==> config.mk <==
export PLATFORM = sky130hd
export DESIGN_NAME = div_unit_flat
export DESIGN_NICKNAME = d
export VERILOG_FILES = /design/src/rtl/div_unit_if.sv /design/src/rtl/div_unit.sv /design/src/flat_wrapper.sv
export SDC_FILE = /design/constraint.sdc
export NUM_CORES = 1
export LEC_CHECK = 0
export CAP_MARGIN = 25
export CORE_MARGIN = 3
export CORE_UTILIZATION = 40
export DETAILED_ROUTE_END_ITERATION = 16
export SYNTH_ARGS = -nofsm -noshare
export SYNTH_HDL_FRONTEND = slang
export SYNTH_SLANG_ARGS = --single-unit
==> constraint.sdc <==
create_clock -name clk -period 4.92 [get_ports clk]
set_input_delay 1.476 -clock clk [delete_from_list [all_inputs] [get_ports clk]]
set_output_delay 1.476 -clock clk [all_outputs]
set_load 0.02 [all_outputs]
==> src/rtl/div_unit_if.sv <==
// div_unit_if: issue/result bundle between a pipeline stage and div_unit.
// The master side issues operands; the slave side returns the result.
interface div_unit_if #(
    parameter int WIDTH = 32
);
    logic               start_i;
    logic               annul_i;
    logic               signed_div_i;
    logic [WIDTH-1:0]   opdata1_i;
    logic [WIDTH-1:0]   opdata2_i;
    logic [2*WIDTH-1:0] result_o;
    logic               ready_o;
    logic               busy_o;

    modport master (
        output start_i,
        output annul_i,
        output signed_div_i,
        output opdata1_i,
        output opdata2_i,
        input  result_o,
        input  ready_o,
        input  busy_o
    );

    modport slave (
        input  start_i,
        input  annul_i,
        input  signed_div_i,
        input  opdata1_i,
        input  opdata2_i,
        output result_o,
        output ready_o,
        output busy_o
    );
endinterface

==> src/rtl/div_unit.sv <==
// div_unit: multi-cycle restoring divider returning {remainder, quotient}.
// Signed division is built only when DIV_SIGNED_EN is defined.
module div_unit #(
    parameter int WIDTH = 32
) (
    input logic       clk,
    input logic       rst,
    div_unit_if.slave bus
);
    localparam int CW = $clog2(WIDTH + 1);
    localparam logic [CW-1:0] LAST = CW'(WIDTH);

    typedef enum logic [1:0] {
        FREE,
        BY_ZERO,
        ON,
        END
    } state_e;

    state_e             state_q, state_d;
    logic [CW-1:0]      cnt_q, cnt_d;
    logic [WIDTH-1:0]   quo_q, quo_d;
    logic [WIDTH-1:0]   rem_q, rem_d;
    logic [WIDTH-1:0]   dvsr_q, dvsr_d;
    logic [2*WIDTH-1:0] res_q, res_d;
    logic               rdy_q, rdy_d;

    logic               accept;
    logic [WIDTH:0]     rem_sh;
    logic               ge;
    logic [WIDTH-1:0]   sub;
    logic [WIDTH-1:0]   a_mag, b_mag;
    logic [WIDTH-1:0]   q_fin, r_fin;

    assign accept = bus.start_i & ~bus.annul_i;

    // quo_q starts as the dividend and is shifted out MSB-first
    assign rem_sh = {rem_q, quo_q[WIDTH-1]};
    assign ge     = rem_sh >= {1'b0, dvsr_q};
    assign sub    = rem_sh[WIDTH-1:0] - dvsr_q;

`ifdef DIV_SIGNED_EN
    logic qneg_q, qneg_d;
    logic rneg_q, rneg_d;
    logic a_neg, b_neg;

    assign a_neg = bus.signed_div_i
                 & bus.opdata1_i[WIDTH-1];
    assign b_neg = bus.signed_div_i
                 & bus.opdata2_i[WIDTH-1];
    assign a_mag = a_neg ? -bus.opdata1_i
                         : bus.opdata1_i;
    assign b_mag = b_neg ? -bus.opdata2_i
                         : bus.opdata2_i;
    assign q_fin = qneg_q ? -quo_q : quo_q;
    assign r_fin = rneg_q ? -rem_q : rem_q;

    always_comb begin
        qneg_d = qneg_q;
        rneg_d = rneg_q;
        if (state_q == FREE && accept) begin
            qneg_d = a_neg ^ b_neg;
            rneg_d = a_neg;
        end
    end

    always_ff @(posedge clk or negedge rst) begin
        if (!rst) begin
            qneg_q <= 1'b0;
            rneg_q <= 1'b0;
        end else begin
            qneg_q <= qneg_d;
            rneg_q <= rneg_d;
        end
    end
`else
    logic unused_signed;

    assign unused_signed = bus.signed_div_i;
    assign a_mag = bus.opdata1_i;
    assign b_mag = bus.opdata2_i;
    assign q_fin = quo_q;
    assign r_fin = rem_q;
`endif

    always_ff @(posedge clk or negedge rst) begin
        if (!rst) begin
            state_q <= FREE;
            cnt_q   <= '0;
            quo_q   <= '0;
            rem_q   <= '0;
            dvsr_q  <= '0;
            res_q   <= '0;
            rdy_q   <= 1'b0;
        end else begin
            state_q <= state_d;
            cnt_q   <= cnt_d;
            quo_q   <= quo_d;
            rem_q   <= rem_d;
            dvsr_q  <= dvsr_d;
            res_q   <= res_d;
            rdy_q   <= rdy_d;
        end
    end

    always_comb begin
        state_d = state_q;
        unique case (state_q)
            FREE: begin
                if (accept) begin
                    state_d = (bus.opdata2_i == '0)
                            ? BY_ZERO : ON;
                end
            end
            BY_ZERO: begin
                state_d = bus.annul_i ? FREE : END;
            end
            ON: begin
                if (bus.annul_i) begin
                    state_d = FREE;
                end else if (cnt_q == LAST) begin
                    state_d = END;
                end
            end
            END: begin
                if (!bus.start_i) begin
                    state_d = FREE;
                end
            end
            default: state_d = FREE;
        endcase
    end

    always_comb begin
        cnt_d  = cnt_q;
        quo_d  = quo_q;
        rem_d  = rem_q;
        dvsr_d = dvsr_q;
        res_d  = res_q;
        rdy_d  = 1'b0;
        unique case (state_q)
            FREE: begin
                if (accept) begin
                    quo_d  = a_mag;
                    dvsr_d = b_mag;
                    rem_d  = '0;
                    cnt_d  = '0;
                end
            end
            BY_ZERO: begin
                res_d = '0;
                rdy_d = ~bus.annul_i;
            end
            ON: begin
                if (bus.annul_i) begin
                    res_d = '0;
                end else if (cnt_q == LAST) begin
                    res_d = {r_fin, q_fin};
                    rdy_d = 1'b1;
                end else begin
                    rem_d = ge ? sub : rem_sh[WIDTH-1:0];
                    quo_d = {quo_q[WIDTH-2:0], ge};
                    cnt_d = cnt_q + 1'b1;
                end
            end
            END: begin
                rdy_d = bus.start_i;
                if (!bus.start_i) begin
                    res_d = '0;
                end
            end
            default: begin
                res_d = '0;
            end
        endcase
    end

    always_comb begin
        bus.busy_o   = (state_q == BY_ZERO)
                     | (state_q == ON);
        bus.ready_o  = rdy_q;
        bus.result_o = res_q;
    end
endmodule

==> src/flat_wrapper.sv <==
// flat-port wrapper written by rule: the top's interface ports become plain ports
module div_unit_flat 
#(
    parameter int WIDTH = 32
)
  (clk, rst, bus_start_i, bus_annul_i, bus_signed_div_i, bus_opdata1_i, bus_opdata2_i, bus_result_o, bus_ready_o, bus_busy_o);
  div_unit_if #(.WIDTH(WIDTH)) bus_i ();
  input logic clk;
  input logic rst;
  input wire logic [$bits(bus_i.start_i)-1:0] bus_start_i;
  input wire logic [$bits(bus_i.annul_i)-1:0] bus_annul_i;
  input wire logic [$bits(bus_i.signed_div_i)-1:0] bus_signed_div_i;
  input wire logic [$bits(bus_i.opdata1_i)-1:0] bus_opdata1_i;
  input wire logic [$bits(bus_i.opdata2_i)-1:0] bus_opdata2_i;
  output wire logic [$bits(bus_i.result_o)-1:0] bus_result_o;
  output wire logic [$bits(bus_i.ready_o)-1:0] bus_ready_o;
  output wire logic [$bits(bus_i.busy_o)-1:0] bus_busy_o;
  assign bus_i.start_i = bus_start_i;
  assign bus_i.annul_i = bus_annul_i;
  assign bus_i.signed_div_i = bus_signed_div_i;
  assign bus_i.opdata1_i = bus_opdata1_i;
  assign bus_i.opdata2_i = bus_opdata2_i;
  assign bus_result_o = bus_i.result_o;
  assign bus_ready_o = bus_i.ready_o;
  assign bus_busy_o = bus_i.busy_o;
  div_unit #(.WIDTH(WIDTH)) u_core (.clk(clk), .rst(rst), .bus(bus_i));
endmodule
==> results.txt, run 1 <==
The flow ran to the end, and the final reports show no timing, DRC or antenna violations. The maximum clock path buffer count came out at 2. The worst register-to-register path ends at u_core.r_fin[24]. The sum of routed wire segments on met1 came out at ~12 mm. The aggregate routed wire length is 24.20 mm.

The cell leakage power came out at roughly 5 nW. The Yosys step of the flow raised 0 warnings. The number of violations reported at the end of detailed-routing iteration 0 came out at between 400 and 500. The core area came out at roughly 22000 sq um.

The actual slew at the worst max-slew pin is between 0.9 and 1 ns. The synthesized netlist net count came out at ~1.2k. In this run the critical register-to-register path is launched from u_core.r_fin[9].

Setup repair after global routing left no endpoint under its margin. The worst clock skew on the final layout is roughly 0.013 ns. Dividing the detail-routed wire length by the instance count gives 16.65 microns.

The headroom to the max-slew limit came out at 0.3923. Averaged over all synthesized cells, the footprint is about 8.6 sq um. The global-route usage over all layers is 0.2020. The worst-case reg-to-reg path depth came out at 10. The quantity of I/O buffers inserted on ports came out at roughly 130. The number of top-level pins came out at approximately 140. The worst register-to-register path has a setup slack of 1.54 ns.

For this run, design rule violations remaining after detail routing come to 0. The tree built by TritonCTS fans out to 169 sinks. The CTS buffer count came out at 17. The first-pass GRT wire length is 40.16 mm.

The maximum ir drop on the vdd rail is a little under 0.3 mV. The initial core utilization came out at 0.4105. The placer's final routability congestion estimate is 0.8573. TritonCTS built the clock tree. The worst hold path begins at u_core.bus.result_o[28]. The number of antenna diodes in the final layout is 0. The switching part of the total power is 0.4223. The detailed-routed wire length on met2 is between 10 and 15 mm. The count of nets after finishing is approximately 1.3k. From synthesis to final layout, the design area changed by 24.39%. The async set-or-reset flop fraction in the synthesized netlist came out at 1.000. The total standard cell area after synthesis is approximately 9000 sq um. The number of hold buffers added after CTS was 0. Detailed routing inserted a total of 7866 vias. The sequential fraction of the synthesis area came out at 0.4677.

In the final layout, the share of cells above drive strength 1 is 0.05968. The clock latency of the later-clocked register in the worst-skew pair is 0.43 ns. The die footprint is around 24000 sq um. The post-CTS repair timing setup buffer count came out at 0. The y dimension of the die came out at 156.4 microns. The floorplan has between 50 and 60 rows. The remaining antenna violation count came out at 0. Global routing finished with a remaining overflow of 0. The final total power came out at ~5.5 mW.

The tool flagged a number of max-cap violations equal to 0. The number of H-tree levels came out at 4. The unique cell type count in the Yosys netlist is slightly below 60.

The final worst-path cycle share is 0.6995. After clock tree synthesis, the clock-pin slew on the worst setup and hold paths is 0.07 ns. STA puts the critical path data arrival time at ~3.8 ns.

The cell count of the worst hold path came out at 2. The worst hold path belongs to the class reg -> reg. The number of instances in the synthesized netlist is around 1.1k. Summed over all nets, the switching power comes to 2.322 mW. The setup path with the least slack is of type in -> reg. The post-route setup TNS is 0 ns.

The uppermost signal routing layer after detailed routing is met4. Dividing the detail-routed via count by the number of cells gives between 5 and 6. The part of the total power dissipated in the clock network came out at 0.250. The number of endpoints with negative hold slack in the final report came out at 0. The internal cell power is 3.176 mW.

The number of gates resized after CTS came out at 0. The total count of max-transition violations in the final report is 0. The share of total power dissipated in combinational logic is 0.417.

Timing would allow up to about 0.29 GHz. Wire segments on met3 add up to around 950 microns in the final route. The placed wire-length estimate came out at 16.63 mm.

The number of detailed-routing iterations run before antenna repair is 5. The number of enable flip-flop cells after synthesis is 0. Dividing total power by cell area gives a power density of around 490 nW/um^2. The portion of total power attributed to sequential cells came out at 0.333. STA classifies the critical path endpoint as a register.

The root buffer cell chosen for the clock tree is sky130_fd_sc_hd__clkbuf_16. Measured along the x axis, the die boundary spans 156.4 microns. The clock period could shrink to about 3.4 ns. The required time at the worst-slack endpoint is ~5.3 ns. The initial antenna violation count came out at 0.

The largest net degree at the start of global routing is 94. The number of global-route vias before repair was 7680. In this run, synthesis produced a sequential element count of 169. The count of endpoints failing setup in the final report is 0.

The highest net fanout along the worst path is 30. Among all flip-flop cells after synthesis, the most frequent one is sky130_fd_sc_hd__dfrtp_1. The path with the worst hold slack has its endpoint at u_core.bus.result_o[28]. The worst setup path is launched from an input port.
-- metal layers --
metal,track usage,vias to the layer above
met3,0.03263,22
li1,-,3900
met4,0.04293,0
met5,0,-
met2,0.3217,179
met1,0.2927,3765
-- flip-flops by register name (all words and copies together), names as in the netlist --
signal               count
u_core.state_q           2
u_core.dvsr_q           32
u_core.bus.ready_o       1
u_core.q_fin            32
u_core.cnt_q             6
u_core.r_fin            32
u_core.bus.result_o     64
-- how the worst max path moves through the flow --
stage / slack (ns) / end / depth (start not counted) / startpoint
after floorplan: 1.89 / u_core.r_fin[23] / 8 / bus_start_i
after global placement: 1.03 / u_core.bus.result_o[31] / 7 / bus_annul_i
after detailed placement: 1.0 / u_core.bus.result_o[63] / 7 / bus_annul_i
after CTS: 1.46 / u_core.bus.result_o[63] / 7 / bus_annul_i
after global routing: 1.25 / u_core.r_fin[24] / 10 / u_core.r_fin[9]
final: 1.48 / u_core.r_fin[24] / 8 / bus_start_i
-- layout by cell type, fill, tap and decap left out, types with 3 or more instances in the layout --
cell type / n
sky130_fd_sc_hd__dfrtp_1: 169
sky130_fd_sc_hd__a31oi_1: 6
sky130_fd_sc_hd__nand4_1: 8
sky130_fd_sc_hd__buf_4: 19
sky130_fd_sc_hd__ha_1: 37
sky130_fd_sc_hd__nor4_1: 8
sky130_fd_sc_hd__nand3_1: 128
sky130_fd_sc_hd__nand2_1: 281
sky130_fd_sc_hd__inv_8: 4
sky130_fd_sc_hd__mux2i_1: 4
sky130_fd_sc_hd__or2_2: 3
sky130_fd_sc_hd__xnor2_1: 16
sky130_fd_sc_hd__o21ai_0: 60
sky130_fd_sc_hd__clkinv_4: 4
sky130_fd_sc_hd__and3_1: 6
sky130_fd_sc_hd__a21oi_1: 37
sky130_fd_sc_hd__nor3_1: 6
sky130_fd_sc_hd__a32oi_1: 7
sky130_fd_sc_hd__a211oi_1: 5
sky130_fd_sc_hd__o31ai_1: 5
sky130_fd_sc_hd__a22o_1: 3
sky130_fd_sc_hd__o21bai_1: 3
sky130_fd_sc_hd__inv_1: 42
sky130_fd_sc_hd__clkbuf_16: 17
sky130_fd_sc_hd__inv_6: 4
sky130_fd_sc_hd__o211ai_1: 34
sky130_fd_sc_hd__a21o_1: 14
sky130_fd_sc_hd__nand2b_1: 10
sky130_fd_sc_hd__nor2_1: 22
sky130_fd_sc_hd__nor2b_1: 4
sky130_fd_sc_hd__xor2_1: 11
sky130_fd_sc_hd__o311ai_1: 11
sky130_fd_sc_hd__o311ai_0: 11
sky130_fd_sc_hd__clkdlybuf4s50_1: 132
-- power by group through the flow --
stage,sequential [mW],combinational [mW],clock (mW)
finish,1.83,2.29,1.37
global route,1.87,2.57,1.47
CTS,1.83,2.28,1.40
detailed placement,1.86,2.27,0
global placement,1.85,2.24,0
floorplan,1.89,1.50,0
-- cell usage after synthesis, types with 2 or more instances --
cell	instances	share of area
sky130_fd_sc_hd__dfrtp_1	169	0.47
sky130_fd_sc_hd__o41ai_1	2	0.0019
sky130_fd_sc_hd__o31ai_1	5	0.0042
sky130_fd_sc_hd__buf_2	6	0.0033
sky130_fd_sc_hd__o21bai_1	3	0.0025
sky130_fd_sc_hd__a31oi_1	6	0.0042
sky130_fd_sc_hd__nor2_1	22	0.0091
sky130_fd_sc_hd__o21ai_0	60	0.033
sky130_fd_sc_hd__nand3_1	128	0.071
sky130_fd_sc_hd__o311ai_1	11	0.011
sky130_fd_sc_hd__nand2_1	282	0.12
sky130_fd_sc_hd__inv_1	42	0.017
sky130_fd_sc_hd__and3_1	6	0.0042
sky130_fd_sc_hd__a211oi_1	5	0.0042
sky130_fd_sc_hd__xor2_1	11	0.011
sky130_fd_sc_hd__buf_1	8	0.0033
sky130_fd_sc_hd__a22o_1	3	0.0029
sky130_fd_sc_hd__o211ai_1	34	0.028
sky130_fd_sc_hd__nand2b_1	11	0.0076
sky130_fd_sc_hd__o31a_1	2	0.0019
sky130_fd_sc_hd__a21o_1	14	0.012
sky130_fd_sc_hd__a21oi_1	37	0.020
sky130_fd_sc_hd__o21ai_1	2	0.0011
sky130_fd_sc_hd__a32oi_1	7	0.0068
sky130_fd_sc_hd__buf_4	2	0.0017
sky130_fd_sc_hd__or3_1	2	0.0014
sky130_fd_sc_hd__o311ai_0	11	0.011
sky130_fd_sc_hd__xnor2_1	16	0.015
sky130_fd_sc_hd__nand4_1	8	0.0055
sky130_fd_sc_hd__nor2b_1	6	0.0042
sky130_fd_sc_hd__or2_2	3	0.0021
sky130_fd_sc_hd__nor3_1	6	0.0033
sky130_fd_sc_hd__nor4_1	8	0.0055
sky130_fd_sc_hd__ha_1	38	0.053
sky130_fd_sc_hd__clkbuf_1	52	0.022
sky130_fd_sc_hd__mux2i_1	4	0.0044
sky130_fd_sc_hd__a221oi_1	2	0.0019
-- worst max-delay path, cell delays in order --
cell	delay [ns]
sky130_fd_sc_hd__clkdlybuf4s50_1	0.54
sky130_fd_sc_hd__inv_1	0.10
sky130_fd_sc_hd__a211oi_1	0.47
sky130_fd_sc_hd__and2_1	0.23
sky130_fd_sc_hd__nand2_1	0.06
sky130_fd_sc_hd__buf_4	0.27
sky130_fd_sc_hd__or4_1	0.58
sky130_fd_sc_hd__nand2_1	0.08
-- through the flow --
| step | utilization | setup slack (ns) | std cells | area, sq um | hold WS, ns |
|---|---|---|---|---|---|
| 2_1_floorplan | - | 1.885 | 1056 | 9042 | 0.4477 |
| 3_3_place_gp | 0.4824 | 1.032 | 1420 | 10630 | 0.4501 |
| 3_5_place_dp | 0.4824 | 0.9999 | 1420 | 10630 | 0.4557 |
| 4_1_cts | 0.5098 | 1.456 | 1452 | 11230 | 0.4720 |
| 5_1_grt | 0.5107 | 1.251 | 1453 | 11250 | 0.4897 |
| 6_report | 0.5107 | 1.479 | 1453 | 11250 | 0.4671 |
-- logic make-up after synthesis --
kind of cell    count (synthesis)  share of synthesized area
flops                         169                     0.4677
xor+xnor                       27                    0.02615
fa+ha+maj                      39                    0.05480
buf+inv                       110                    0.04732
mux                             4                   0.004428
compound gates                217                     0.1612
simple gates                  490                     0.2384
-- cell type report --
cell class	instances	area, sq um
clock buffers	17	425.4
flip-flops and latches	169	4229
well taps	280	350.3
multi-input cells	777	4413
fillers	2107	10780
clock inverters	15	177.7
inverters	42	157.7
repair buffers	153	1495
Note: power is estimated with default switching activity, not from simulation.
==> inputs of run 2 (changes only) <==
==> constraint.sdc (replaced) <==
create_clock -name clk -period 3.1 [get_ports clk]
set_input_delay 0.93 -clock clk [delete_from_list [all_inputs] [get_ports clk]]
set_output_delay 0.93 -clock clk [all_outputs]
set_load 0.02 [all_outputs]
==> results.txt, run 2 (synthesis results as in run 1) <==
The placer's final routability congestion estimate is 0.8890 (+3.7%). The cell family with the largest share of critical-path delay is compound AO/OA/AOI/OAI gates. The floorplan row count is 54 (unchanged). The actual slew at the worst max-slew pin came out at 0.7656 ns (-0.1420 ns). The CTS buffer count is 17 (unchanged). The die footprint came out at 24450 sq um (unchanged). The launch point of the worst reg-to-reg path is u_core.r_fin[0]. The required time at the worst-slack endpoint came out at 3.42 ns (-1.87 ns). The part of the total power dissipated in the clock network came out at 0.247 (-0.003).

The fmax is between 0.3 and 0.4 GHz. The worst hold path belongs to the class in -> async. The via density per instance came out at 5.415 (about the same). The aggregate routed wire length is 24.49 mm (+1.2%). The cell leakage power came to 5.239 nW (+2.2%). The largest net degree at the start of global routing is 65 (-31%).

The y dimension of the die came out at 156.4 microns (unchanged). The total count of max-transition violations in the final report came out at 0 (unchanged). The count of hold-fix buffers inserted at cts was 0 (unchanged). The worst-case reg-to-reg path depth came out at 10 (unchanged).

The switching part of the total power is 0.4252 (+0.002815). The library cell contributing the largest single delay on the critical path is sky130_fd_sc_hd__dfrtp_1. The maximum clock path buffer count came out at 2 (unchanged). The count of nets after finishing came out at 1285 (+1.3%). The worst clock skew on the final layout came out at 0.01385 ns (+0.0006305 ns). The cell sitting at the root of the clock tree is a sky130_fd_sc_hd__clkbuf_16. The global-route congestion overflow total is 0 (unchanged). The placed wire-length estimate is 17.15 mm (+3.1%). The count of endpoints failing setup in the final report is 0 (unchanged). The number of max-cap violations came to 0 (unchanged). The area growth from synthesis to final layout is 26.87%. The clock-pin slew of the registers on the worst-case setup and hold paths was 0.07 ns (about the same). The average wire per cell in the routed design came out at 16.66 microns (about the same). The initial core utilization came to 0.4105 (unchanged). The critical path depth is 10 (+2). The critical path goes through ha_1 -> nor2b_1 -> o31a_1 -> o31ai_2 -> a311oi_2 -> o21a_2 -> a211oi_4 -> buf_12 -> mux2i_1 -> o21ai_1. The critical path is of the reg -> reg type. The share of total power in combinational logic is 0.426 (+0.009). The first-pass GRT wire length came to 40.70 mm (+1.3%). The number of top-level pins is 135 (unchanged). The number of detailed-routing iterations run before antenna repair came to 5 (unchanged). TritonCTS built the clock tree.

The most common cell after layout, fill and taps aside is sky130_fd_sc_hd__nand2_1. The run finished with clean final reports. The number of violations reported at the end of detailed-routing iteration 0 came out at 472 (+3.1%). The headroom to the max-slew limit came out at 0.4896 (+0.09733). The sink count of the clock tree was 169 (unchanged). The clock latency of the later-clocked register in the worst-skew pair came out at 0.44 ns (about the same). The flip-flop count of the largest register, all copies and words added is 64 (unchanged). The post-route setup TNS came out at 0 ns (unchanged).

The number of buffers and inverters on the critical path is 1 (-2). The number of global-route vias before repair came out at 7775 (+1.2%). The clock period could shrink to around 2.9 ns. The worst setup path is launched from a register. The post-detailed-route DRC marker count came out at 0 (unchanged).

The width of the die is 156.4 microns (unchanged). The portion of total power attributed to sequential cells came out at 0.327 (-0.006). The number of diodes added for antenna fixing was 0 (unchanged). The remaining antenna violation count is 0 (unchanged).

Of the available clock period, the critical path in the final layout requires 0.9436. The global-route usage over all layers was 0.2046 (+0.002510). The maximum ir drop on the vdd rail came out at 0.6169 mV (+110%). Tracing the worst setup path back leads to its startpoint at u_core.r_fin[0]. The end of the worst register-to-register path is u_core.r_fin[6]. The library cells used most frequently in the layout, excluding fill and tap cells, are sky130_fd_sc_hd__nand2_1, sky130_fd_sc_hd__dfrtp_1, sky130_fd_sc_hd__clkdlybuf4s50_1. The number of H-tree levels came to 4 (unchanged).

The power per standard cell area is 772.3 nW/um^2 (+58%). The internal cell power was 5.093 mW (+60%). The total number of vias is 7960 (+1.2%). The arrival time at the worst endpoint is 3.25 ns (-0.56 ns). Setup repair after global routing left no endpoint under its margin. The worst setup path is captured at a register.

The number of endpoints with negative hold slack in the final report was 0 (unchanged). The core area is 22030 sq um (unchanged). The share of cells above drive strength 1 was 0.07731 (+0.01763). The worst setup slack for register-to-register paths came to 0.17 ns (-1.37 ns).

The switching component of the power is 3.767 mW (+62%). The largest stage delay on the critical path is 0.43 ns (-0.15 ns). The highest net fanout along the worst path was 31 (+3.3%). The quantity of I/O buffers inserted on ports is 133 (unchanged).

In this run the worst setup path terminates at u_core.r_fin[6]. The initial antenna violation count came to 0 (unchanged). The utilization after layout came out at 0.5208 (+0.01017).
## run 2: final cells by class
class,count,area (sq um)
Clock inverter,15,186.4
Inverter,42,157.7
Fill cell,2110,10550
Multi-Input combinational cell,777,4438
Tap cell,280,350.3
Sequential cell,169,4229
Timing Repair Buffer,170,1685
Clock buffer,17,425.4
## run 2: worst register-to-register path, cell delays in order, from the launching register on
cell,delay (ns)
sky130_fd_sc_hd__dfrtp_1,0.43
sky130_fd_sc_hd__ha_1,0.32
sky130_fd_sc_hd__nor2b_1,0.14
sky130_fd_sc_hd__o31a_1,0.27
sky130_fd_sc_hd__o31ai_2,0.32
sky130_fd_sc_hd__a311oi_2,0.19
sky130_fd_sc_hd__o21a_2,0.27
sky130_fd_sc_hd__a211oi_4,0.36
sky130_fd_sc_hd__buf_12,0.23
sky130_fd_sc_hd__mux2i_1,0.22
sky130_fd_sc_hd__o21ai_1,0.07
## run 2: stage by stage
stage / instances / power, mW / setup slack, ns / instance area, sq um / hold slack [ns]
floorplan: 1056 / 5.379 / 0.3687 / 9042 / 0.4477
global route: 1470 / 9.524 / 0.01857 / 11470 / 0.4861
finish: 1470 / 8.860 / 0.1748 / 11470 / 0.4613
global placement: 1438 / 6.660 / 0.1351 / 10840 / 0.4511
detailed placement: 1438 / 6.719 / 0.08740 / 10840 / 0.4544
CTS: 1470 / 8.926 / 0.1332 / 11450 / 0.4728
## run 2: timing repair
action,in CTS,in global routing
setup endpoints to repair,0,17
gates resized for setup,0,10
setup buffers,0,0
## run 2: worst min path at each step
stage,start,to,slack (ns),cells past startpoint
finish,rst,u_core.bus.result_o[39],0.46,1
global route,rst,u_core.bus.result_o[39],0.49,1
CTS,rst,u_core.bus.result_o[39],0.47,1
detailed placement,u_core.bus.result_o[57],u_core.bus.result_o[57],0.45,2
global placement,u_core.bus.result_o[6],u_core.bus.result_o[6],0.45,2
floorplan,u_core.dvsr_q[0],u_core.dvsr_q[0],0.45,2
## run 2: power groups by stage
stage / clock [mW] / combinational (mW) / sequential [mW]
final: 2.19 / 3.77 / 2.90
after global routing: 2.34 / 4.23 / 2.96
after CTS: 2.23 / 3.79 / 2.90
after detailed placement: 0 / 3.77 / 2.94
after global placement: 0 / 3.72 / 2.94
after floorplan: 0 / 2.38 / 3.00
## run 2: per-layer routing
| layer | GRT usage | wire length [microns] |
|---|---|---|
| met2 | 0.3184 | 11230 |
| met5 | 0 | 0 |
| met4 | 0.06003 | 425 |
| met1 | 0.2949 | 11810 |
| met3 | 0.03402 | 1021 |
